### src/rtl/led_matrix_scan_ctrl.sv
// Scan scheduler for two 8x8 LED panels (X and Y) sharing one row bus.
// Keeps a double-buffered frame image and swaps shadow into active only at a
// frame boundary, so a frame is always drawn from one consistent image.
// Every slot is a blanking gap followed by a dwell that drives one column.
module led_matrix_scan_ctrl #(
  parameter int BLANK_CYCLES = 16,
  parameter int DWELL_CYCLES = 1024
) (
  input  logic       clk,
  input  logic       reset,
  input  logic       enable,
  input  logic       wr_valid,
  output logic       wr_ready,
  input  logic       wr_panel,
  input  logic [2:0] wr_col,
  input  logic [7:0] wr_data,
  input  logic       commit,
  output logic       commit_pending,
  output logic       frame_start,
  output logic       scan_panel,
  output logic [2:0] scan_col,
  output logic [7:0] row,
  output logic [7:0] colx,
  output logic [7:0] coly
);

  // The timer only has to hold the longer of the two phase lengths minus one.
  localparam int TMAX = (BLANK_CYCLES > DWELL_CYCLES) ? BLANK_CYCLES : DWELL_CYCLES;
  localparam int TW   = (TMAX > 1) ? $clog2(TMAX) : 1;

  typedef enum logic {
    ST_BLANK = 1'b0,
    ST_DRIVE = 1'b1
  } state_t;

  state_t          state;
  logic            run;        // 0 while held at slot 0 by reset or enable low
  logic [3:0]      slot;       // slot[0] = panel, slot[3:1] = column
  logic [TW-1:0]   timer;

  logic [7:0]      active [2][8];
  logic [7:0]      shadow [2][8];

  logic            blank_done;
  logic            drive_done;
  logic            frame_end;
  logic            swap;
  logic            wr_accept;
  logic [7:0]      col_onehot;

  assign blank_done = (state == ST_BLANK) && (timer == TW'(BLANK_CYCLES - 1));
  assign drive_done = (state == ST_DRIVE) && (timer == TW'(DWELL_CYCLES - 1));

  // Only the edge that closes the dwell of slot 15 is a frame boundary.
  assign frame_end  = run && enable && drive_done && (slot == 4'd15);

  // While held the display is dark, so a pending swap can be taken at once.
  assign swap       = commit_pending && (frame_end || !run);

  assign wr_ready   = ~commit_pending;
  assign wr_accept  = wr_valid && !commit_pending;

  assign col_onehot = 8'd1 << slot[3:1];
  assign scan_panel = slot[0];
  assign scan_col   = slot[3:1];

  // Slot sequencer with registered row/column drive and frame marker.
  always_ff @(posedge clk) begin
    if (!reset || !enable) begin
      run         <= 1'b0;
      state       <= ST_BLANK;
      slot        <= 4'd0;
      timer       <= '0;
      row         <= 8'hFF;
      colx        <= 8'h00;
      coly        <= 8'h00;
      frame_start <= 1'b0;
    end else if (!run) begin
      // First running edge: open slot 0 blanking and mark the frame.
      run         <= 1'b1;
      state       <= ST_BLANK;
      slot        <= 4'd0;
      timer       <= '0;
      row         <= 8'hFF;
      colx        <= 8'h00;
      coly        <= 8'h00;
      frame_start <= 1'b1;
    end else begin
      frame_start <= 1'b0;
      case (state)
        ST_BLANK: begin
          if (blank_done) begin
            state <= ST_DRIVE;
            timer <= '0;
            row   <= active[slot[0]][slot[3:1]];
            colx  <= slot[0] ? 8'h00 : col_onehot;
            coly  <= slot[0] ? col_onehot : 8'h00;
          end else begin
            timer <= timer + TW'(1);
          end
        end
        ST_DRIVE: begin
          if (drive_done) begin
            state       <= ST_BLANK;
            timer       <= '0;
            slot        <= slot + 4'd1;
            row         <= 8'hFF;
            colx        <= 8'h00;
            coly        <= 8'h00;
            frame_start <= (slot == 4'd15);
          end else begin
            timer <= timer + TW'(1);
          end
        end
        default: begin
          state <= ST_BLANK;
          timer <= '0;
        end
      endcase
    end
  end

  // Commit handshake: latch a request, release it when the swap happens.
  always_ff @(posedge clk) begin
    if (!reset) begin
      commit_pending <= 1'b0;
    end else if (swap) begin
      commit_pending <= 1'b0;
    end else if (commit) begin
      commit_pending <= 1'b1;
    end
  end

  // Frame image storage: shadow takes writes, active is loaded on swap.
  always_ff @(posedge clk) begin
    if (!reset) begin
      for (int p = 0; p < 2; p++) begin
        for (int c = 0; c < 8; c++) begin
          active[p][c] <= 8'hFF;
          shadow[p][c] <= 8'hFF;
        end
      end
    end else begin
      if (wr_accept) begin
        shadow[wr_panel][wr_col] <= wr_data;
      end
      if (swap) begin
        for (int p = 0; p < 2; p++) begin
          for (int c = 0; c < 8; c++) begin
            active[p][c] <= shadow[p][c];
          end
        end
      end
    end
  end

endmodule

### config.mk
export PLATFORM = sky130hd
export DESIGN_NAME = led_matrix_scan_ctrl
export DESIGN_NICKNAME = d
export VERILOG_FILES = /design/src/rtl/led_matrix_scan_ctrl.sv
export SDC_FILE = /design/constraint.sdc
export NUM_CORES = 1
export LEC_CHECK = 0
export ABC_AREA = 0
export CORE_ASPECT_RATIO = 1.1
export CORE_UTILIZATION = 41
export DETAILED_ROUTE_END_ITERATION = 12
export MAX_ROUTING_LAYER = met4
export PLACE_DENSITY = 0.66
export SYNTH_ARGS = -nofsm -noshare
export SYNTH_HDL_FRONTEND = slang
export SYNTH_SLANG_ARGS = --single-unit
### constraint.sdc
create_clock -name clk -period 6.5 [get_ports clk]
set_input_delay 0.65 -clock clk [delete_from_list [all_inputs] [get_ports clk]]
set_output_delay 0.65 -clock clk [all_outputs]
set_load 0.02 [all_outputs]
# Word-level counts from Yosys, hierarchy flattened
# Memory sizes are Yosys's and may differ from the RTL's. A register that Yosys moved wholly into a read port is not among the register bits.
# Cells that the tools add are included.
[classes] add_sub_neg=2 n_lt_le_gt_ge=3 n_eq_ne=5 shifts=1 muxes=53 bitwise_logic=22 n_reduce_logical=19
[op_table] op="$mux 8" count=26
[op_table] op="$mux 64" count=3
[op_table] op="$reduce_or 64->1" count=1
[op_table] op="$pmux 8 s2" count=3
[op_table] op="$bmux 8 s3" count=1
[op_table] op="$demux 8 s3" count=1
[op_table] op="$mux 10" count=2
[op_table] op="$pmux 10 s2" count=1
[op_table] op="$or 1x1->1" count=16
[op_table] op="$mux 1" count=15
[op_table] op="$add 10x1->10 const B" count=1
[op_table] op="$eq 10x10->1 const B" count=1
[op_table] op="$eq 10x4->1 const B" count=1
[op_table] op="$ge 4x4->1 const B" count=2
[op_table] op="$logic_and 1x1->1" count=8
[op_table] op="$not 3->4" count=2
[op_table] op="$shl 1x3->8 const A" count=1
[op_table] op="$add 4x1->4 const B" count=1
[op_table] op="$eq 4x4->1 const B" count=1
[op_table] op="$logic_not 1->1" count=4
[op_table] op="$lt 4x1->1 const B" count=1
[op_table] op="$not 1->1" count=4
[op_table] op="$reduce_and 2->1" count=2
[op_table] op="$reduce_or 2->1" count=2
[op_table] op="other kinds (4)" count=5
[totals] ff_bits=42 mem_bits_rw=256 in_bits=17 out_inout_bits=31 wordCells=116 mem_count=2
[memory_table] name="active" depth=2 width=64 read_ports=1 rd_ports_with_merged_regs=1 wr=2 line_no="41" source="logic [7:0] active [2][8];"
[memory_table] name="shadow" depth=2 width=64 read_ports=2 rd_ports_with_merged_regs=0 wr=2 line_no="42" source="logic [7:0] shadow [2][8];"

# Longest topological paths before layout
# Gate-level depths: netlist of run 1.
[depth] depth_word=10 depth_mapped=8 depth_no_buf=6

# Worst setup path after synthesis of run 1
# OpenSTA, ideal clock, no wires.
[synth_timing] path_type="register -> register" from="reg timer[0]" to="mem active[0][0] in the netlist's numbering (enable)" t_arrival_ns=4.055 t_required_ns=6.008 slack_ns=1.954 stages_incl_launch_ff=7 synth_period_minus_slack_ns=4.546 path_cell_list="dfxtp_1 ha_1 nand3_2 or3_1 o21ai_2 nand2_1 nand2_1"
[synth_rtl] element="start, declared" line_no="39" source="logic [TW-1:0] timer;"
[synth_rtl] element="start signal, assigned" line_no="99" source="timer <= timer + TW'(1);"
[synth_rtl] element="start signal, assigned" line_no="112" source="timer <= timer + TW'(1);"
[synth_rtl] element="end, declared" line_no="41"

==> results of run 1 <==
==> metal layers <==
metal | routed length, um | global-route usage, % | share of wire (%) | vias to the layer above
li1 | - | - | - | 2948
met1 | 11000 | 22.9 | 47 | 3054
met2 | 11000 | 25.5 | 47 | 155
met3 | 1170 | 2.64 | 5.0 | 28
met4 | 401 | 4.15 | 1.7 | 0
met5 | 0 | - | 0 | -
==> path summary, 6_finish.rpt <==
path,to,slack (ns)
min reg2reg,timer[0],0.45
max,active[1][48],3.16
max reg2reg,active[1][48],3.16
min,timer[0],0.45
==> sequential cells by signal (all words and copies together), names as in the netlist, named ones only <==
signal / cells
active: 128
colx: 8
coly: 8
commit_pending: 1
frame_start: 1
row: 8
run: 1
shadow: 128
slot: 4
state: 1
timer: 10
==> through the flow <==
stage	utilization (%)	cell area, sq um	hold WS [ns]	total power (W)
3_5_place_dp	44.5	12800	0.443	0.00229
6_report	47.9	13800	0.450	0.00394
2_1_floorplan	-	12100	0.418	0.00224
3_3_place_gp	44.5	12800	0.429	0.00228
5_1_grt	47.9	13800	0.471	0.00405
4_1_cts	47.9	13800	0.454	0.00397
==> cell type report <==
cell class	instances	area [sq um]
sequential	299	8550
clock buffer	35	748
clock inverter	17	213
multi-input combinational	446	3270
timing repair buffer	54	523
fill	2455	15000
tap	368	460
inverter	3	11.3
==> power by group <==
part	switching, W	leakage (nW)	internal [W]
Clock	0.000683	0.462	0.00101
Combinational	0.0000918	0.785	0.0000287
Sequential	0.00000881	2.24	0.00212
Total	0.000783	3.49	0.00316
==> layout by cell type, fill, tap and decap left out, drive strengths merged, types with 7 or more instances in the layout <==
cell / count
mux2i: 9
dfxtp: 43
or2: 159
nor2b: 7
buf: 7
o221a: 8
clkbuf: 35
mux2: 8
clkinv: 8
nand2b: 54
clkdlybuf4s50: 47
edfxtp: 256
nand4: 13
nand2: 43
nand3: 19
a21oi: 24
mux4: 32
nor2: 28
==> logic make-up after synthesis <==
group	count (synthesis)	share of synthesized area, %
muxes	49	7.46
and+or+nand+nor	341	16.1
DFF	299	70.8
AOI/OAI and AO/OA	44	2.49
buffers and inverters	43	2.23
xor gates and xnor gates	10	0.725
adders and majority gates	2	0.207
==> results.toml, run 1 <==
[power]
ir_worst_vdd_uv = 180
p_per_area_mw_per_mm2 = 286
p_leak_nw = 3.49

[place]
hpwlAfterDp_mm = 15.3
place_inst = 1170
place_congestion = 0.783
numPortBuffers = 47
place_ws_ns = 2.99

[worst_setup_path]
worst-r2r-cell-count = 7
worstPathArrival_ns = 3.51
cp-end-kind = "flip-flop"
crit_cells = 7
crit_slowest_cell = "nand2_4"
worst-path-buf-inv = 1
cpLargestDelayFamily = "simple AND/OR/NAND/NOR gates"
path_cells = "ha_1 -> nand3_2 -> or3_1 -> o21ai_2 -> nand2_1 -> nand2_4 -> buf_4"
path_max_fanout = 89
cpPeakStageDelay_ns = 0.83
crit_path_start = "timer[0]"
rr_startpoint = "timer[0]"
cp-start-kind = "flip-flop"
path_class = "reg -> reg"
cp.required_ns = 6.67

[drt]
drt-total-wl_mm = 23.6
drcViolationCount = 11
drtPass1Iterations = 9
drtIter0Drc = 749
drt-vias-per-instance = 5.06
final_antenna_net_count = 0
vias = 6185
wl_per_cell_um = 19.3

[floorplanning]
io_pins = 48
rows = 65
die-area_sq_mm = 0.0302
fp.dieW_um = 166
core_sq_mm = 0.0288
die_h_um = 182
initial_core_util_pct = 42.0

[job]
cap_violations = 0

[sta]
final-setup-viol-count = 0
relSlewSlack_pct = 21.5
fmax_mhz = 299
worst_slew_pin_slew_ns = 1.18
finalMaxSlewViolations = 0
finalCritPeriodShare_pct = 51.4
fin_crit_ns = 3.34
layout_setup_ws_ns = 3.16
finalHoldViolations = 0
clock_skew_ns = 0.00621
rsz0062_at_grt = "false"
fin_tns_setup_ns = 0

[synthesis]
ys_warn_count = 0
ys_seq_area_share_pct = 70.8
yosys.area.top_type = "edfxtp_1"
mappedNetlistNets = 807
syn-instance-count = 788
yosys_register_bits = 299
synth.most_common_cell = "edfxtp_1"
synthArstFlopShare_pct = 0
synth_common_cells = "edfxtp_1 (256), or2_1 (120), nand2b_1 (54)"
synth_edf_count = 256
synth_cell_type_count = 42
synth_area_sq_mm = 0.0121
synth_area_leaders = "edfxtp_1 (64%), dfxtp_1 (7.1%), or2_1 (6.2%)"
synth_top_area_share_pct = 63.6
ys.flop_type = "edfxtp_1"
syn_area_per_cell_sq_um = 15.3

[clock_network]
clk_latency_ns = 0.53
cts.repair.resized = 0
cts_tree = "built"
clk_pin_slew_ns = 0.06
cts_buffers = 28
clock_path_buffers = 3
root_buffer = "clkbuf_16"
cts_setup_buffers = 0
htreeDepth = 1
cts_sinks = 299
holdBufCountCts = 0

[grt]
antenna_found_initial = 0
grt_overflow = 0
grt_pass1_vias = 6029
grt_max_degree = 129
grt_util_all_layers_pct = 16.5
grt_pass1_wl_mm = 36.6

[outcome]
status = "finished with violations"
violations = "design-rule violations"

[hold_path]
hp-class = "reg -> reg"
min_path_cells = 1
hp-start = "timer[0]"

[cells_and_area]
n_antenna_cell = 0
nNetsFinal = 851
stdcell_count = 1222
area_delta_synth_final_pct = 14.0
layout-drive-gt1-share_pct = 17.1
Power figures use the tool's default switching activity.
==> run 2, diff against run 1 <==
- clock period: 6.5 -> 3.4 ns (I/O delays scaled with it)
==> run 2 against run 1 <==
Compared with the run above:
- the run still ends with design-rule violations left
- setup slack got worse by 2.5 ns
- flip-flop and latch count did not move
- final area rose by 0.36%
- register-to-register slack got worse by 2.5 ns
- first-iteration DRC count fell by 7.6%
- combinational power rose by 120%
- largest cell class unchanged
- largest power group unchanged
- highest routed layer unchanged
==> results.toml, run 2 (synthesized netlist as in run 1, its figures left out) <==
[outcome]
status = "finished with violations"
violations = "design-rule violations"

[floorplanning]
die_h_um = 182
core_sq_mm = 0.0288
io_pins = 48
rows = 65
fp.dieW_um = 166
die-area_sq_mm = 0.0302
initial_core_util_pct = 42.0

[hold_path]
whs_endpoint = "coly[0]"
hp-start = "coly[0]"
min_path_cells = 2
hp-class = "reg -> reg"

[clock_network]
htreeDepth = 1
clk_pin_slew_ns = 0.06
root_buffer = "clkbuf_16"
cts_sinks = 299
cts_buffers = 29
clk_latency_ns = 0.55
clock_path_buffers = 3
holdBufCountCts = 0
cts_setup_buffers = 0
cts.repair.resized = 0
cts_tree = "built"

[sta]
worst_slew_pin_slew_ns = 0.983
fin_tns_setup_ns = 0
fmax_mhz = 372
clock_skew_ns = 0.0160
rsz0062_at_grt = "false"
fin_crit_ns = 2.69
relSlewSlack_pct = 34.4
finalHoldViolations = 0
finalMaxSlewViolations = 0
final-setup-viol-count = 0
finalCritPeriodShare_pct = 79.1

[worst_setup_path]
cp-end-kind = "flip-flop"
cp.required_ns = 3.69
r2r_setup_slack_ns = 0.71
worst-r2r-cell-count = 7
rr_startpoint = "timer[0]"
path_max_fanout = 128
worstPathArrival_ns = 2.98
cp-start-kind = "flip-flop"
path_class = "reg -> reg"
r2r_end = "active[1][61]"

[power]
p_sw_share_pct = 20.6
p_per_area_mw_per_mm2 = 532
seq_power_share_pct = 55.2
ir_worst_vdd_uv = 378
power.clock.fraction_pct = 41.3
p_leak_nw = 3.52
p_int_w = 0.00584
power_frac_comb_pct = 3.5
p_switching_w = 0.00151

[cells_and_area]
utilization_pct = 48.0
n_antenna_cell = 0
area_delta_synth_final_pct = 14.4
most-common-layout-cells = "edfxtp_1 (256), or2_1 (120), nand2b_1 (54)"
nNetsFinal = 864
reg_top3 = "active (128), shadow (128), timer (10)"
layout-drive-gt1-share_pct = 17.7
final_common_cell = "edfxtp_1"

[drt]
wl_per_cell_um = 19.8
final_antenna_net_count = 0
drtPass1Iterations = 9
drt-vias-per-instance = 5.15
drtIter0Drc = 692
drt-total-wl_mm = 24.4
vias = 6371
drcViolationCount = 12

[job]
cap_violations = 0

[grt]
antenna_found_initial = 0
grt_pass1_vias = 6301
grt_util_all_layers_pct = 17.1
grt_max_degree = 129
grt_pass1_wl_mm = 37.7
grt_overflow = 0

[place]
numPortBuffers = 47
hpwlAfterDp_mm = 15.5
place_congestion = 0.805
run 2: changes by cell type in the layout (fill, tap and decap cells not counted), sizes merged:
| cell | previous run | this run |
|---|---|---|
| bufinv | 5 | 2 |
| buf | 7 | 19 |
| clkinvlp | 4 | 3 |
| inv | 3 | 4 |
| clkbuf | 35 | 40 |
run 2: area by class of cell:
cell class / instances / area [sq um]
Clock buffer: 40 / 767
Clock inverter: 14 / 129
Fill cell: 2460 / 15000
Inverter: 3 / 11.3
Multi-Input combinational cell: 446 / 3270
Sequential cell: 299 / 8550
Tap cell: 368 / 460
Timing Repair Buffer: 66 / 638
run 2: routing by layer:
layer / track usage [%] / vias up / part of all wire (%)
li1: - / 2977 / -
met4: 5.87 / 0 / 2.5
met1: 22.9 / 3149 / 45
met5: - / - / 0
met2: 26.7 / 208 / 47
met3: 2.66 / 37 / 5.7
run 2: critical path, cell delays in order (launching register included):
cell and delay [ns]:
dfxtp_1 0.36, ha_1 0.22, nand3_2 0.17, or3_1 0.46
o21ai_2 0.25, nand3_2 0.09, buf_4 0.43, or2_2 0.42
run 2: through the flow:
step                      instance area, sq um  total power, W  instances  setup slack, ns  hold WS, ns
after floorplan                          12100         0.00428        788           0.0663        0.418
after global placement                   12900         0.00439       1182            0.658        0.432
after detailed placement                 12900         0.00440       1182            0.685        0.446
after CTS                                13800         0.00741       1236            0.713        0.455
after global routing                     13800         0.00757       1236            0.543        0.477
final                                    13800         0.00735       1236            0.710        0.452
run 2: power groups by stage:
stage	clock, W	sequential [W]	combinational [W]
3_3_place_gp	0	0.00413	0.000259
4_1_cts	0.00309	0.00406	0.000262
2_1_floorplan	0	0.00414	0.000140
5_1_grt	0.00323	0.00406	0.000279
3_5_place_dp	0	0.00414	0.000261
6_report	0.00304	0.00406	0.000259
run 2: how the worst max path moves through the flow:
stage	end	slack, ns	from
2_1_floorplan	active[0][0]	0.07	timer[0]
4_1_cts	active[1][60]	0.71	timer[0]
6_report	active[1][61]	0.71	timer[0]
5_1_grt	active[1][61]	0.54	timer[0]
3_5_place_dp	shadow[0][45]	0.69	reset
3_3_place_gp	shadow[1][60]	0.66	reset
==> edit, RTL diff (settings of run 1) <==
Change the parameter `DWELL_CYCLES` from 1024 to 2048.
--- a/src/rtl/led_matrix_scan_ctrl.sv
+++ b/src/rtl/led_matrix_scan_ctrl.sv
@@ -4,7 +4,7 @@
 // Every slot is a blanking gap followed by a dwell that drives one column.
 module led_matrix_scan_ctrl #(
   parameter int BLANK_CYCLES = 16,
-  parameter int DWELL_CYCLES = 1024
+  parameter int DWELL_CYCLES = 2048
 ) (
   input  logic       clk,
   input  logic       reset,
Check against the original RTL: not settled (the Yosys comparison gave no result); the edit may change what the design does.
==> edit against run 1 <==
  * Clock power is 3% lower
  * Power increased by 0.64%
  * Highest routed layer unchanged
  * Critical path type unchanged
  * Largest cell class unchanged
  * Via count increased by 16%
  * Die area up 3.6%
  * Wire length grew 17%
  * Worst setup slack got worse by 370 ps
  * Sequential cell count grew 1
  * Utilization is 0.30 points lower
  * Cell area is 2.9% higher
  * Synthesized cell count is 2.2% higher
  * Synthesized area increased by 3.6%
==> edit: results (changes against run 1) <==
Following the worst setup path forward leads to its endpoint at active[1][53]. The number of unique standard cell types used by synthesis is 48 (+14%). The number of buffers added for setup after CTS came out at 0 (unchanged). The number of synthesized flops with an enable pin was 256 (unchanged). The largest net degree at the start of global routing was 91 (-29%). The detailed-routing iteration count for the pre-antenna-repair pass is 5 (-4). CTS placed an instance of sky130_fd_sc_hd__clkbuf_16 at the clock tree root. The final layout net count came to 847 (-0.47%). The slowest stage of the critical path belongs to the cell sky130_fd_sc_hd__a31oi_4. The worst-path maximum fanout came out at 40 (-55%). The total global-route track usage is 18.4% (+1.8 points). The layout filler cell count is 2,521 (+2.7%).

The transition time at the pin with the least slew margin is 1440 ps (+258 ps). The number of global-route vias before repair came out at 6,798 (+13%). In the synthesized netlist the dominant register cell turns out to be sky130_fd_sc_hd__edfxtp_1. The net count of the mapped netlist is 824 (+2.1%). The count of input and output buffers came out at 47 (unchanged). In this run the worst hold path is classified as reg -> reg.

The total cell area at the placement stage came out at 0.0132 mm2 (+3.3%). The number of vias per cell was 5.68 (+12%). The most critical setup path has its startpoint at slot[1]. The leakage power of the design is 3.63 nW (+4.2%). The wire length of the first global-routing pass came out at 41,600 um (+14%). The largest stage delay on the critical path is 1020 ps (+190 ps).

The number of buffers added by the clock tree synthesis step was 30 (+7.1%). The violation count after the first detailed-route iteration came out at 715 (-4.5%). The share of synthesized flip-flops with an asynchronous set or reset is 0% (unchanged). The setup clock skew after layout came out at 11.9 ps (+5.71 ps). By count the netlist is led by sky130_fd_sc_hd__edfxtp_1, sky130_fd_sc_hd__nand4b_1, sky130_fd_sc_hd__clkbuf_1, sky130_fd_sc_hd__dfxtp_1, sky130_fd_sc_hd__nand2b_1. The maximum vdd drop came out at 0.155 mV (-14%). The fraction of layout instances using a drive strength above 1 came to 14.1% (-3.0 points). The worst path arrival time is 3890 ps (+380 ps). In this run the most critical hold path is launched from timer[0].

The number of antenna diodes is 0 (unchanged). Yosys attributes the largest share of cell area to sky130_fd_sc_hd__edfxtp_1, sky130_fd_sc_hd__nand4b_1, sky130_fd_sc_hd__dfxtp_1. The worst hold path depth is 1 (unchanged). The maximum level of the CTS H-tree came out at 1 (unchanged).

The flow ran to the end, and the final reports show no timing, DRC or antenna violations. The count of instances resized after the clock tree is built came out at 0 (unchanged). The number of antenna violations at the first check in global routing is 0 (unchanged). The clock network latency to the later pin of the worst-skew pair came out at 550 ps (+20 ps). The clock slew seen by the registers of the worst setup and hold paths came to 60 ps (about the same).

The placed wire-length estimate after detailed placement came to 16,600 um (+8.1%). The largest registers in the layout are active x128, shadow x128, timer x11. The final weighted congestion of routability-driven global placement came out at 0.808 (+3.3%). The worst reg2reg path depth came to 5 (-2). The worst hold endpoint is timer[0]. The register area share after synthesis is 68.5% (-2.3 points).

The worst setup slack for register-to-register paths came to 2790 ps (-370 ps). The maximum count of clock buffers along a single path is 3 (unchanged). The count of warnings emitted by yosys is 0 (unchanged). The total wirelength of the detailed-routed design came out at 27,600 um (+17%).
-- edit: power by group --
group / total, mW / leakage (nW) / internal, mW / switching [mW]
logic: 0.174 / 0.915 / 0.0382 / 0.136
clock network: 1.65 / 0.446 / 0.948 / 0.698
registers: 2.15 / 2.27 / 2.13 / 0.0158
-- edit: metal layers --
metal	GRT usage [%]	share of wire, %	up-vias
li1	-	-	3251
met1	25.1	45	3596
met2	28.4	46	251
met3	2.29	5.9	54
met4	6.44	3.0	0
met5	-	0	-
-- edit: area by class of cell --
| type | count | area (um2) | area share [%] |
|---|---|---|---|
| clock buffer | 41 | 813 | 5.74 |
| sequential | 300 | 8570 | 60.5 |
| tap | 408 | 510 | 3.60 |
| timing repair buffer | 60 | 561 | 3.95 |
| inverter | 11 | 41.3 | 0.291 |
| multi-input combinational | 425 | 3560 | 25.1 |
| clock inverter | 14 | 116 | 0.821 |
-- edit: cells by family after synthesis --
kind of cell | count (synthesis) | share of synthesized area [%]
and+or+nand+nor | 303 | 17.0
buffers and inverters | 80 | 3.29
adders and majority gates | 2 | 0.200
AOI/OAI and AO/OA | 62 | 3.73
xor gates and xnor gates | 10 | 0.700
muxes | 48 | 6.58
DFF | 300 | 68.5
-- edit: per-stage QoR --
step	std cells	setup slack [ps]	utilization, %	hold slack [ps]	total power, mW
2_1_floorplan	805	778	-	429	2.30
3_3_place_gp	1202	2860	44.4	446	2.36
3_5_place_dp	1204	2770	44.4	453	2.36
4_1_cts	1259	2780	47.5	467	3.99
5_1_grt	1259	2520	47.5	482	4.08
6_report	1259	2790	47.5	463	3.97
-- edit: worst max-delay path, delay by kind of cell (launching register included) --
kind / cells / cell delay, ps
AOI/OAI and AO/OA: 1 / 1020
adders and majority gates: 1 / 310
buffers and inverters: 1 / 610
DFF: 1 / 910
and+or+nand+nor: 2 / 460
